**config.mk**
```make
export PLATFORM = sky130hd
export DESIGN_NAME = alu_seq_flat
export DESIGN_NICKNAME = d
export VERILOG_FILES = /design/src/rtl/alu_seq_if.sv /design/src/rtl/alu_seq.sv /design/src/flat_wrapper.sv
export SDC_FILE = /design/constraint.sdc
export NUM_CORES = 1
export LEC_CHECK = 0
export BUFFER_PORTS_ARGS = -buffer_cell sky130_fd_sc_hd__buf_4
export CORE_UTILIZATION = 35
export CTS_CLUSTER_DIAMETER = 30
export CTS_CLUSTER_SIZE = 12
export DETAILED_ROUTE_END_ITERATION = 8
export GPL_ROUTABILITY_DRIVEN = 0
export HOLD_SLACK_MARGIN = 0.05
export PLACE_DENSITY = 0.54
export SLEW_MARGIN = 10
export SYNTH_ARGS = -nofsm -noshare
export SYNTH_HDL_FRONTEND = slang
export SYNTH_SLANG_ARGS = --single-unit
```
**constraint.sdc**
```tcl
create_clock -name clk -period 8 [get_ports clk]
set_clock_uncertainty 0.15 [all_clocks]
set_input_delay 1.2 -clock clk [delete_from_list [all_inputs] [get_ports clk]]
set_output_delay 1.2 -clock clk [all_outputs]
set_load 0.01 [all_outputs]
```
**src/rtl/alu_seq_if.sv**
```systemverilog
// Operand/result handshake bundle for alu_seq: valid/ready in, valid/ready out.
interface alu_seq_if #(
    parameter int unsigned WIDTH = 8
);
    logic             in_valid;
    logic             in_ready;
    logic [WIDTH-1:0] a;
    logic [WIDTH-1:0] b;
    logic [2:0]       sel;
    logic             out_valid;
    logic             out_ready;
    logic [WIDTH-1:0] out;
    logic             carry_out;
    logic             zero_flag;
    logic             overflow_flag;
    logic             neg_flag;

    modport master (
        output in_valid, a, b, sel, out_ready,
        input  in_ready, out_valid, out, carry_out, zero_flag, overflow_flag, neg_flag
    );

    modport slave (
        input  in_valid, a, b, sel, out_ready,
        output in_ready, out_valid, out, carry_out, zero_flag, overflow_flag, neg_flag
    );
endinterface

```
**src/rtl/alu_seq.sv**
```systemverilog
// Registered ALU with flags; single-cycle logic/arith/shift ops and a
// WIDTH-cycle shift-add multiply, behind independent in/out handshakes.
module alu_seq #(
    parameter int unsigned WIDTH = 8
) (
    input  logic        clk,
    input  logic        rst,
    alu_seq_if.slave    bus
);
    localparam int unsigned SHW   = $clog2(WIDTH);
    localparam int unsigned CNT_W = SHW + 1;

    typedef enum logic [1:0] {
        S_IDLE,
        S_MUL,
        S_DONE
    } state_t;

    state_t state, next_state;

    logic               in_ready_i;
    logic               out_valid_i;
    logic               accept;
    logic               last_step;

    logic [WIDTH-1:0]   res;
    logic               carry;
    logic               ovf;
    logic               zero;
    logic               neg;

    logic [2*WIDTH-1:0] mcand;
    logic [WIDTH-1:0]   mplier;
    logic [2*WIDTH-1:0] acc;
    logic [2*WIDTH-1:0] acc_next;
    logic [CNT_W-1:0]   count;

    logic [WIDTH-1:0]   alu_res;
    logic               alu_c;
    logic               alu_v;
    logic [WIDTH:0]     sum_w;
    logic [WIDTH:0]     diff_w;
    logic [WIDTH:0]     shl_w;
    logic [WIDTH:0]     shr_w;
    logic [SHW-1:0]     amt;

    assign accept    = bus.in_valid && in_ready_i;
    assign last_step = (count == CNT_W'(1));
    assign acc_next  = acc + (mplier[0] ? mcand : '0);

    // State register
    always_ff @(posedge clk or posedge rst) begin
        if (rst) begin
            state <= S_IDLE;
        end else begin
            state <= next_state;
        end
    end

    // Next-state logic
    always_comb begin
        next_state = state;
        case (state)
            S_IDLE: begin
                if (accept) begin
                    next_state = (bus.sel == 3'b111) ? S_MUL : S_DONE;
                end
            end
            S_MUL: begin
                if (last_step) begin
                    next_state = S_DONE;
                end
            end
            S_DONE: begin
                if (bus.out_ready) begin
                    next_state = S_IDLE;
                end
            end
            default: next_state = S_IDLE;
        endcase
    end

    // Handshake outputs; in_ready is forced low while reset is held
    always_comb begin
        in_ready_i  = 1'b0;
        out_valid_i = 1'b0;
        case (state)
            S_IDLE:  in_ready_i  = !rst;
            S_DONE:  out_valid_i = 1'b1;
            default: ;
        endcase
    end

    // Single-cycle datapath; shifts carry the last bit out via one extra bit
    always_comb begin
        amt     = bus.b[SHW-1:0];
        sum_w   = {1'b0, bus.a} + {1'b0, bus.b};
        diff_w  = {1'b0, bus.a} - {1'b0, bus.b};
        shl_w   = {1'b0, bus.a} << amt;
        shr_w   = {bus.a, 1'b0} >> amt;
        alu_res = '0;
        alu_c   = 1'b0;
        alu_v   = 1'b0;
        case (bus.sel)
            3'b000: alu_res = bus.a & bus.b;
            3'b001: alu_res = bus.a | bus.b;
            3'b010: alu_res = bus.a ^ bus.b;
            3'b011: begin
                alu_res = sum_w[WIDTH-1:0];
                alu_c   = sum_w[WIDTH];
                alu_v   = (bus.a[WIDTH-1] == bus.b[WIDTH-1]) &&
                          (sum_w[WIDTH-1] != bus.a[WIDTH-1]);
            end
            3'b100: begin
                alu_res = diff_w[WIDTH-1:0];
                alu_c   = diff_w[WIDTH];
                alu_v   = (bus.a[WIDTH-1] != bus.b[WIDTH-1]) &&
                          (diff_w[WIDTH-1] != bus.a[WIDTH-1]);
            end
            3'b101: begin
                alu_res = shl_w[WIDTH-1:0];
                alu_c   = shl_w[WIDTH];
            end
            3'b110: begin
                alu_res = shr_w[WIDTH:1];
                alu_c   = shr_w[0];
            end
            default: ;
        endcase
    end

    // Result registers and multiplier state
    always_ff @(posedge clk or posedge rst) begin
        if (rst) begin
            res    <= '0;
            carry  <= 1'b0;
            ovf    <= 1'b0;
            zero   <= 1'b1;
            neg    <= 1'b0;
            mcand  <= '0;
            mplier <= '0;
            acc    <= '0;
            count  <= '0;
        end else if (accept) begin
            if (bus.sel == 3'b111) begin
                mcand  <= {{WIDTH{1'b0}}, bus.a};
                mplier <= bus.b;
                acc    <= '0;
                count  <= CNT_W'(WIDTH);
            end else begin
                res   <= alu_res;
                carry <= alu_c;
                ovf   <= alu_v;
                zero  <= (alu_res == '0);
                neg   <= alu_res[WIDTH-1];
            end
        end else if (state == S_MUL) begin
            acc    <= acc_next;
            mcand  <= mcand << 1;
            mplier <= mplier >> 1;
            count  <= count - CNT_W'(1);
            if (last_step) begin
                res   <= acc_next[WIDTH-1:0];
                carry <= |acc_next[2*WIDTH-1:WIDTH];
                ovf   <= 1'b0;
                zero  <= (acc_next[WIDTH-1:0] == '0);
                neg   <= acc_next[WIDTH-1];
            end
        end
    end

    assign bus.in_ready      = in_ready_i;
    assign bus.out_valid     = out_valid_i;
    assign bus.out           = res;
    assign bus.carry_out     = carry;
    assign bus.zero_flag     = zero;
    assign bus.overflow_flag = ovf;
    assign bus.neg_flag      = neg;
endmodule

```
**src/flat_wrapper.sv**
```systemverilog
// flat-port wrapper written by rule: the top's interface ports become plain ports
module alu_seq_flat 
#(
    parameter int unsigned WIDTH = 8
)
  (clk, rst, bus_in_valid, bus_a, bus_b, bus_sel, bus_out_ready, bus_in_ready, bus_out_valid, bus_out, bus_carry_out, bus_zero_flag, bus_overflow_flag, bus_neg_flag);
  alu_seq_if #(.WIDTH(WIDTH)) bus_i ();
  input  logic clk;
  input  logic rst;
  input wire logic [$bits(bus_i.in_valid)-1:0] bus_in_valid;
  input wire logic [$bits(bus_i.a)-1:0] bus_a;
  input wire logic [$bits(bus_i.b)-1:0] bus_b;
  input wire logic [$bits(bus_i.sel)-1:0] bus_sel;
  input wire logic [$bits(bus_i.out_ready)-1:0] bus_out_ready;
  output wire logic [$bits(bus_i.in_ready)-1:0] bus_in_ready;
  output wire logic [$bits(bus_i.out_valid)-1:0] bus_out_valid;
  output wire logic [$bits(bus_i.out)-1:0] bus_out;
  output wire logic [$bits(bus_i.carry_out)-1:0] bus_carry_out;
  output wire logic [$bits(bus_i.zero_flag)-1:0] bus_zero_flag;
  output wire logic [$bits(bus_i.overflow_flag)-1:0] bus_overflow_flag;
  output wire logic [$bits(bus_i.neg_flag)-1:0] bus_neg_flag;
  assign bus_i.in_valid = bus_in_valid;
  assign bus_i.a = bus_a;
  assign bus_i.b = bus_b;
  assign bus_i.sel = bus_sel;
  assign bus_i.out_ready = bus_out_ready;
  assign bus_in_ready = bus_i.in_ready;
  assign bus_out_valid = bus_i.out_valid;
  assign bus_out = bus_i.out;
  assign bus_carry_out = bus_i.carry_out;
  assign bus_zero_flag = bus_i.zero_flag;
  assign bus_overflow_flag = bus_i.overflow_flag;
  assign bus_neg_flag = bus_i.neg_flag;
  alu_seq #(.WIDTH(WIDTH)) u_core (.clk(clk), .rst(rst), .bus(bus_i));
endmodule
```
==> results.tsv, run 1 <==
stage	metric	value	unit
yosys	synth_top_family_by_area	compound AO/OA/AOI/OAI gates	
layout	layout.nets	685	
yosys	synthAdderAreaFrac	0.118	
timing	clock.fmax	0.267	GHz
worst_setup_path	crit_type	in -> reg	
clock_tree	insertion_delay	330	ps
timing	worst_slew_pin_slew	1140	ps
floorplanning	coreArea	13800	um^2
yosys	synth-simple-area-share	0.197	
routing	ant_nets	0	
routing	route.vias.total	4541	
grt	grt_pass1_vias	4336	
timing	post-route-period-util	0.468	
yosys	dominantRegCellSynth	dfrtp_1	
grt	grt_max_degree	58	
timing	relSlewSlack	0.238	
worst_setup_path	cp.required	8050	ps
routing	totalWireLength	14.0	mm
clock_tree	cts_root_buf	clkbuf_16	
power_and_ir_drop	p_leak	2.53	nW
floorplanning	die_w	121	um
clock_tree	cts_tree	built	
clock_tree	cts_hold_buf	0	
routing	drt_iter0_drc	245	
floorplanning	start_util	0.359	
grt	grt_pass1_wl	22.9	mm
layout	final_cell_area	5610	um^2
yosys	synthCells	598	
worst_setup_path	reg2reg_to	u_core.bus.carry_out	
routing	wl_per_cell	17.5	um
timing	setup_violations	0	
worst_setup_path	path_max_fanout	22	
layout	final_cell_mix	78 x nand2_1, 56 x dfrtp_1, 54 x o21ai_0	
layout	diodes	0	
floorplanning	die_area	14600	um^2
clock_tree	cts.htree.levels	3	
layout	final_common_cell	nand2_1	
yosys	synth_area	4960	um^2
grt	overflow	0	
placement	placed_area	5330	um^2
clock_tree	postCtsSetupRepairBufs	0	
worst_setup_path	cp_slowest_cell	a2111oi_0	
clock_tree	numClockSinks	57	
clock_tree	clk_pin_slew	50	ps
layout	area_growth_syn_to_layout	13.1	%
yosys	yosysTopAreaCell	dfrtp_1	
yosys	synth_edf_count	0	
grt	antenna_found_initial	0	
timing	fin_crit	3750	ps
timing	fin_tns_setup	0	ps
floorplanning	boundaryPins	37	
worst_setup_path	cpMostUsedCell	o21ai_0	
worst_setup_path	crit_arrival	3790	ps
yosys	synth_area_per_cell	8.29	um^2
yosys	synth_mux_area_frac	0.0601	
worst_setup_path	rr_worst_depth	11	
worst_setup_path	critPathCaptureType	flip-flop	
clock_tree	cts_made_buffers	9	
timing	rsz0062_at_grt	no	
status	outcome	complete, no violations	
flow_run	cap_violations	0	
timing	finalMaxSlewViolations	0	
power_and_ir_drop	power_density	253	nW/um^2
yosys	yosys-top-cells-area	dfrtp_1 28%, ha_1 11%, nand2_1 5.9%	
timing	hold_violations	0	
grt	grt_usage	0.201	
placement	io_buffer_count	36	
layout	drive_gt1_frac	0.121	
routing	viasPerCell	5.66	
floorplanning	num_rows	43	
worst_setup_path	r2r-start	u_core.mplier[0]	
worst_setup_path	rrSetupSlack	4480	ps
yosys	ys_async_sr_fraction	1.00	
yosys	synthesis.nets	666	
worst_setup_path	critPathLaunchType	input pin	
yosys	synth_compound_area_frac	0.251	
yosys	yosys_register_bits	57	
clock_tree	cts_buffer_depth	2	
hold_path	hold_path_end	u_core.mplier[2]	
routing	drc	0	
routing	first_pass_iters	5	
clock_tree	cts_resized	0	
power_and_ir_drop	irDropWorstVdd	0.109	mV
yosys	synth_top_area_frac	0.283	
yosys	synth-xor-area-share	0.0318	
worst_setup_path	max_stage_delay	590	ps
worst_setup_path	crit_chain	buf_4 -> inv_1 -> ha_1 -> o21ba_2 -> o21ai_0 -> a2111oi_0 -> nor2_1 -> a221o_1 -> a21oi_1 -> a211o_1 -> o21ai_0	
floorplanning	die_h	121	um
hold_path	min_from	u_core.mplier[2]	
yosys	yosys_warnings	0	
hold_path	min_delay_path_depth	2	
yosys	yosysUniqueCellTypes	70	
hold_path	hold_path.class	reg -> reg	
placement	dp.final_hpwl	10.4	mm
yosys	yosysSeqAreaShare	0.288	
[how the worst max path moves through the flow]
stage | depth (start not counted) | endpoint | start | slack (ps)
floorplan | 12 | u_core.bus.out[7] | bus_b[1] | 4360
global placement | 11 | u_core.bus.out[7] | bus_b[1] | 4050
detailed placement | 11 | u_core.bus.zero_flag | bus_b[1] | 3960
CTS | 11 | u_core.bus.zero_flag | bus_b[1] | 4300
global route | 11 | u_core.bus.out[7] | bus_b[1] | 4010
finish | 11 | u_core.bus.out[7] | bus_b[1] | 4250
[sequential cells by signal, indices dropped and copies added, names as in the netlist]
register	count
u_core.state	2
u_core.bus.out	8
u_core.acc	16
u_core.bus.zero_flag	1
u_core.count	4
u_core.mplier	8
u_core.mcand	16
u_core.bus.overflow_flag	1
u_core.bus.carry_out	1
[worst max-delay path: cells and delay by family]
family                   cells  cell delay, ps
AO/OA/AOI/OAI                7            1570
buffers and inverters        2             470
adder cells (fa/ha/maj)      1             390
AND/OR/NAND/NOR              1             140
[synthesized netlist by cell type (5+ instances only)]
library cell  number
nor3_1            13
o21ai_0           54
inv_1             29
nor2b_1            7
o211ai_1           6
a211oi_1           7
a22oi_1           10
nor2_1            38
and2_1            19
mux2i_1           23
a21oi_1           32
a2111oi_0          5
clkbuf_1          17
xnor2_1            8
o22ai_1           20
nand3_1           10
a21o_1             5
ha_1              42
buf_2              6
xor2_1            10
nor4_1             6
a221o_1            7
dfrtp_1           56
nand2_1           78
nand2b_1           6
[area by class of cell]
type                            count  area (um^2)
Fill cell                        1397         8220
Inverter                           30          113
Sequential cell                    57         1430
Clock buffer                       13          260
Timing Repair Buffer               40          300
Clock inverter                      3         15.0
Multi-Input combinational cell    479         3270
Tap cell                          180          225
[cells by family after synthesis]
group           count (synthesis)
simple gates                  203
buf+inv                        62
flops                          57
fa+ha+maj                      45
compound gates                187
xor+xnor                       18
mux                            26
[per-stage QoR]
step	setup WS (ps)	utilization	cells	total power, W	hold slack (ps)
3_5_place_dp	3960	0.386	786	0.00107	318
6_report	4250	0.406	802	0.00142	338
5_1_grt	4010	0.406	802	0.00153	359
3_3_place_gp	4050	0.386	786	0.00106	320
2_1_floorplan	4360	-	598	0.000894	296
4_1_cts	4300	0.406	802	0.00143	334
[power breakdown]
group / leakage (nW) / switching (W) / internal [W]
combinational: 1.66 / 0.000332 / 0.000244
clock: 0.139 / 0.000127 / 0.000224
sequential: 0.737 / 0.0000907 / 0.000404
[routing by layer]
layer	wire, um	track usage	up-vias
met5	0	0	-
met4	307	0.0795	0
met3	515	0.0202	22
met2	6640	0.328	117
met1	6550	0.274	2185
li1	-	-	2217
Note: power is estimated with default switching activity, not from simulation.
==> run 2: changes to the inputs <==
--- a/config.mk
+++ b/config.mk
@@ -12,7 +12,7 @@
 export DETAILED_ROUTE_END_ITERATION = 8
 export GPL_ROUTABILITY_DRIVEN = 0
 export HOLD_SLACK_MARGIN = 0.05
-export PLACE_DENSITY = 0.54
+export PLACE_DENSITY = 0.56
 export SLEW_MARGIN = 10
 export SYNTH_ARGS = -nofsm -noshare
 export SYNTH_HDL_FRONTEND = slang
==> constraint.sdc (replaced) <==
create_clock -name clk -period 3.1 [get_ports clk]
set_clock_uncertainty 0.15 [all_clocks]
set_input_delay 0.465 -clock clk [delete_from_list [all_inputs] [get_ports clk]]
set_output_delay 0.465 -clock clk [all_outputs]
set_load 0.01 [all_outputs]
==> run 2 against run 1 <==
  * Cell area up 4.8%
  * Largest cell class unchanged
  * Die area did not move
  * Critical endpoint is now u_core.bus.carry_out
  * Combinational power rose to 2.9 times the previous value
==> results.tsv, run 2 (synthesized netlist as in run 1, its figures left out) <==
stage	metric	value	unit
status	outcome	complete, no violations	
timing	fin_tns_setup	0	ps
placement	io_buffer_count	36	
layout	diodes	0	
placement	placed_area	5490	um^2
clock_tree	insertion_delay	330	ps
floorplanning	num_rows	43	
layout	top_regs	u_core.acc x16, u_core.mcand x16	
clock_tree	cts_buffer_depth	2	
layout	final_cell_mix	78 x nand2_1, 61 x buf_4, 56 x dfrtp_1	
layout	final_common_cell	nand2_1	
layout	area_growth_syn_to_layout	18.5	%
worst_setup_path	cp_num_buf_inv	0	
worst_setup_path	max_stage_delay	390	ps
floorplanning	boundaryPins	37	
timing	fin_crit	2960	ps
worst_setup_path	r2r-start	u_core.mcand[0]	
routing	drt_iter0_drc	381	
hold_path	hold_path_end	u_core.state[1]	
hold_path	hold_path.class	in -> reg	
routing	drc	0	
routing	ant_nets	0	
placement	dp.final_hpwl	10.8	mm
timing	post-route-period-util	0.956	
clock_tree	cts.htree.levels	3	
layout	layout.nets	707	
routing	route.vias.total	4690	
worst_setup_path	critPathCaptureType	flip-flop	
worst_setup_path	cp.required	3140	ps
timing	setup_ws	137	ps
clock_tree	numClockSinks	57	
grt	grt_pass1_wl	23.7	mm
routing	first_pass_iters	5	
worst_setup_path	crit_arrival	3010	ps
worst_setup_path	cp_slowest_cell	fa_2	
worst_setup_path	cpMostUsedCell	a21oi_4	
floorplanning	die_w	121	um
layout	drive_gt1_frac	0.165	
timing	clock.fmax	0.338	GHz
routing	viasPerCell	5.69	
timing	relSlewSlack	0.208	
hold_path	min_from	bus_out_ready	
clock_tree	cts_hold_buf	0	
timing	finalMaxSlewViolations	0	
worst_setup_path	critPathLaunchType	flip-flop	
power_and_ir_drop	power_density	654	nW/um^2
worst_setup_path	crit_chain	and2_1 -> ha_1 -> fa_2 -> a21oi_4 -> a2bb2oi_4 -> a21oi_4 -> a311oi_2 -> xor2_1 -> nand4_1 -> nor3b_2 -> o211ai_1	
timing	whs	180	ps
layout	final_core_util	0.425	
grt	grt_pass1_vias	4616	
floorplanning	die_h	121	um
layout	num-fill-cells	1373	
timing	hold_violations	0	
flow_run	cap_violations	0	
clock_tree	cts_tree	built	
worst_setup_path	crit_type	reg -> reg	
routing	totalWireLength	14.5	mm
timing	worst_slew_pin_slew	1190	ps
grt	grt_max_degree	58	
clock_tree	cts_root_buf	clkbuf_16	
grt	overflow	0	
placement	pre_cts_slack	-32.8	ps
floorplanning	die_area	14600	um^2
worst_setup_path	rrSetupSlack	140	ps
worst_setup_path	path_max_fanout	4	
timing	setup_violations	0	
floorplanning	start_util	0.359	
clock_tree	clk_pin_slew	50	ps
grt	antenna_found_initial	0	
clock_tree	cts_made_buffers	9	
grt	grt_usage	0.207	
layout	final_cell_area	5880	um^2
worst_setup_path	cp_top_family	compound AO/OA/AOI/OAI gates	
worst_setup_path	rr_worst_depth	11	
routing	wl_per_cell	17.6	um
power_and_ir_drop	irDropWorstVdd	0.232	mV
hold_path	min_delay_path_depth	2	
floorplanning	coreArea	13800	um^2
power_and_ir_drop	p_leak	2.64	nW
worst_setup_path	reg2reg_to	u_core.bus.carry_out	
run 2: worst max path at each step:
stage | from | endpoint | slack [ps] | cells after the start
after detailed placement | u_core.mcand[0] | u_core.bus.carry_out | -30 | 11
after floorplan | bus_b[1] | u_core.bus.out[7] | 200 | 12
after CTS | u_core.mplier[0] | u_core.bus.carry_out | 60 | 11
final | u_core.mcand[0] | u_core.bus.carry_out | 140 | 11
after global routing | u_core.mplier[0] | u_core.bus.carry_out | -20 | 11
after global placement | u_core.mcand[0] | u_core.bus.carry_out | 80 | 11
run 2: power breakdown:
| part | switching (W) | leakage (nW) | internal [W] |
|---|---|---|---|
| Combinational | 0.000943 | 1.77 | 0.000731 |
| Clock | 0.000325 | 0.139 | 0.000579 |
| Sequential | 0.000223 | 0.737 | 0.00104 |
| Total | 0.00149 | 2.64 | 0.00235 |
run 2: repair_timing:
item | CTS | global route
pin swaps | 0 | 8
resized for setup | 1 | 14
setup endpoints to repair | 1 | 1
buffers inserted | 0 | 1
run 2: cell type report:
class                      count  area (um^2)  share of cell area
inverter                      30          113              0.0192
tap                          180          225              0.0383
timing repair buffer          62          469              0.0798
multi-input combinational    479         3370               0.573
clock buffer                  13          260              0.0443
clock inverter                 3         15.0             0.00255
sequential                    57         1430               0.243
run 2: per-stage QoR:
step	instances	power, W
2_1_floorplan	598	0.00231
3_3_place_gp	807	0.00281
3_5_place_dp	807	0.00286
4_1_cts	823	0.00378
5_1_grt	824	0.00415
6_report	824	0.00384
run 2: per-layer routing:
metal	vias up	track usage	routed length (um)
li1	2261	-	-
met5	-	0	0
met3	25	0.0329	595
met2	125	0.338	6900
met4	0	0.0694	320
met1	2279	0.277	6680
run 2: worst register-to-register path: stages, from the launching register on:
cell and delay, ps:
dfrtp_1 380, and2_1 160, ha_1 200, fa_2 390, a21oi_4 210, a2bb2oi_4 210
a21oi_4 100, a311oi_2 310, xor2_1 240, nand4_1 160, nor3b_2 220, o211ai_1 120
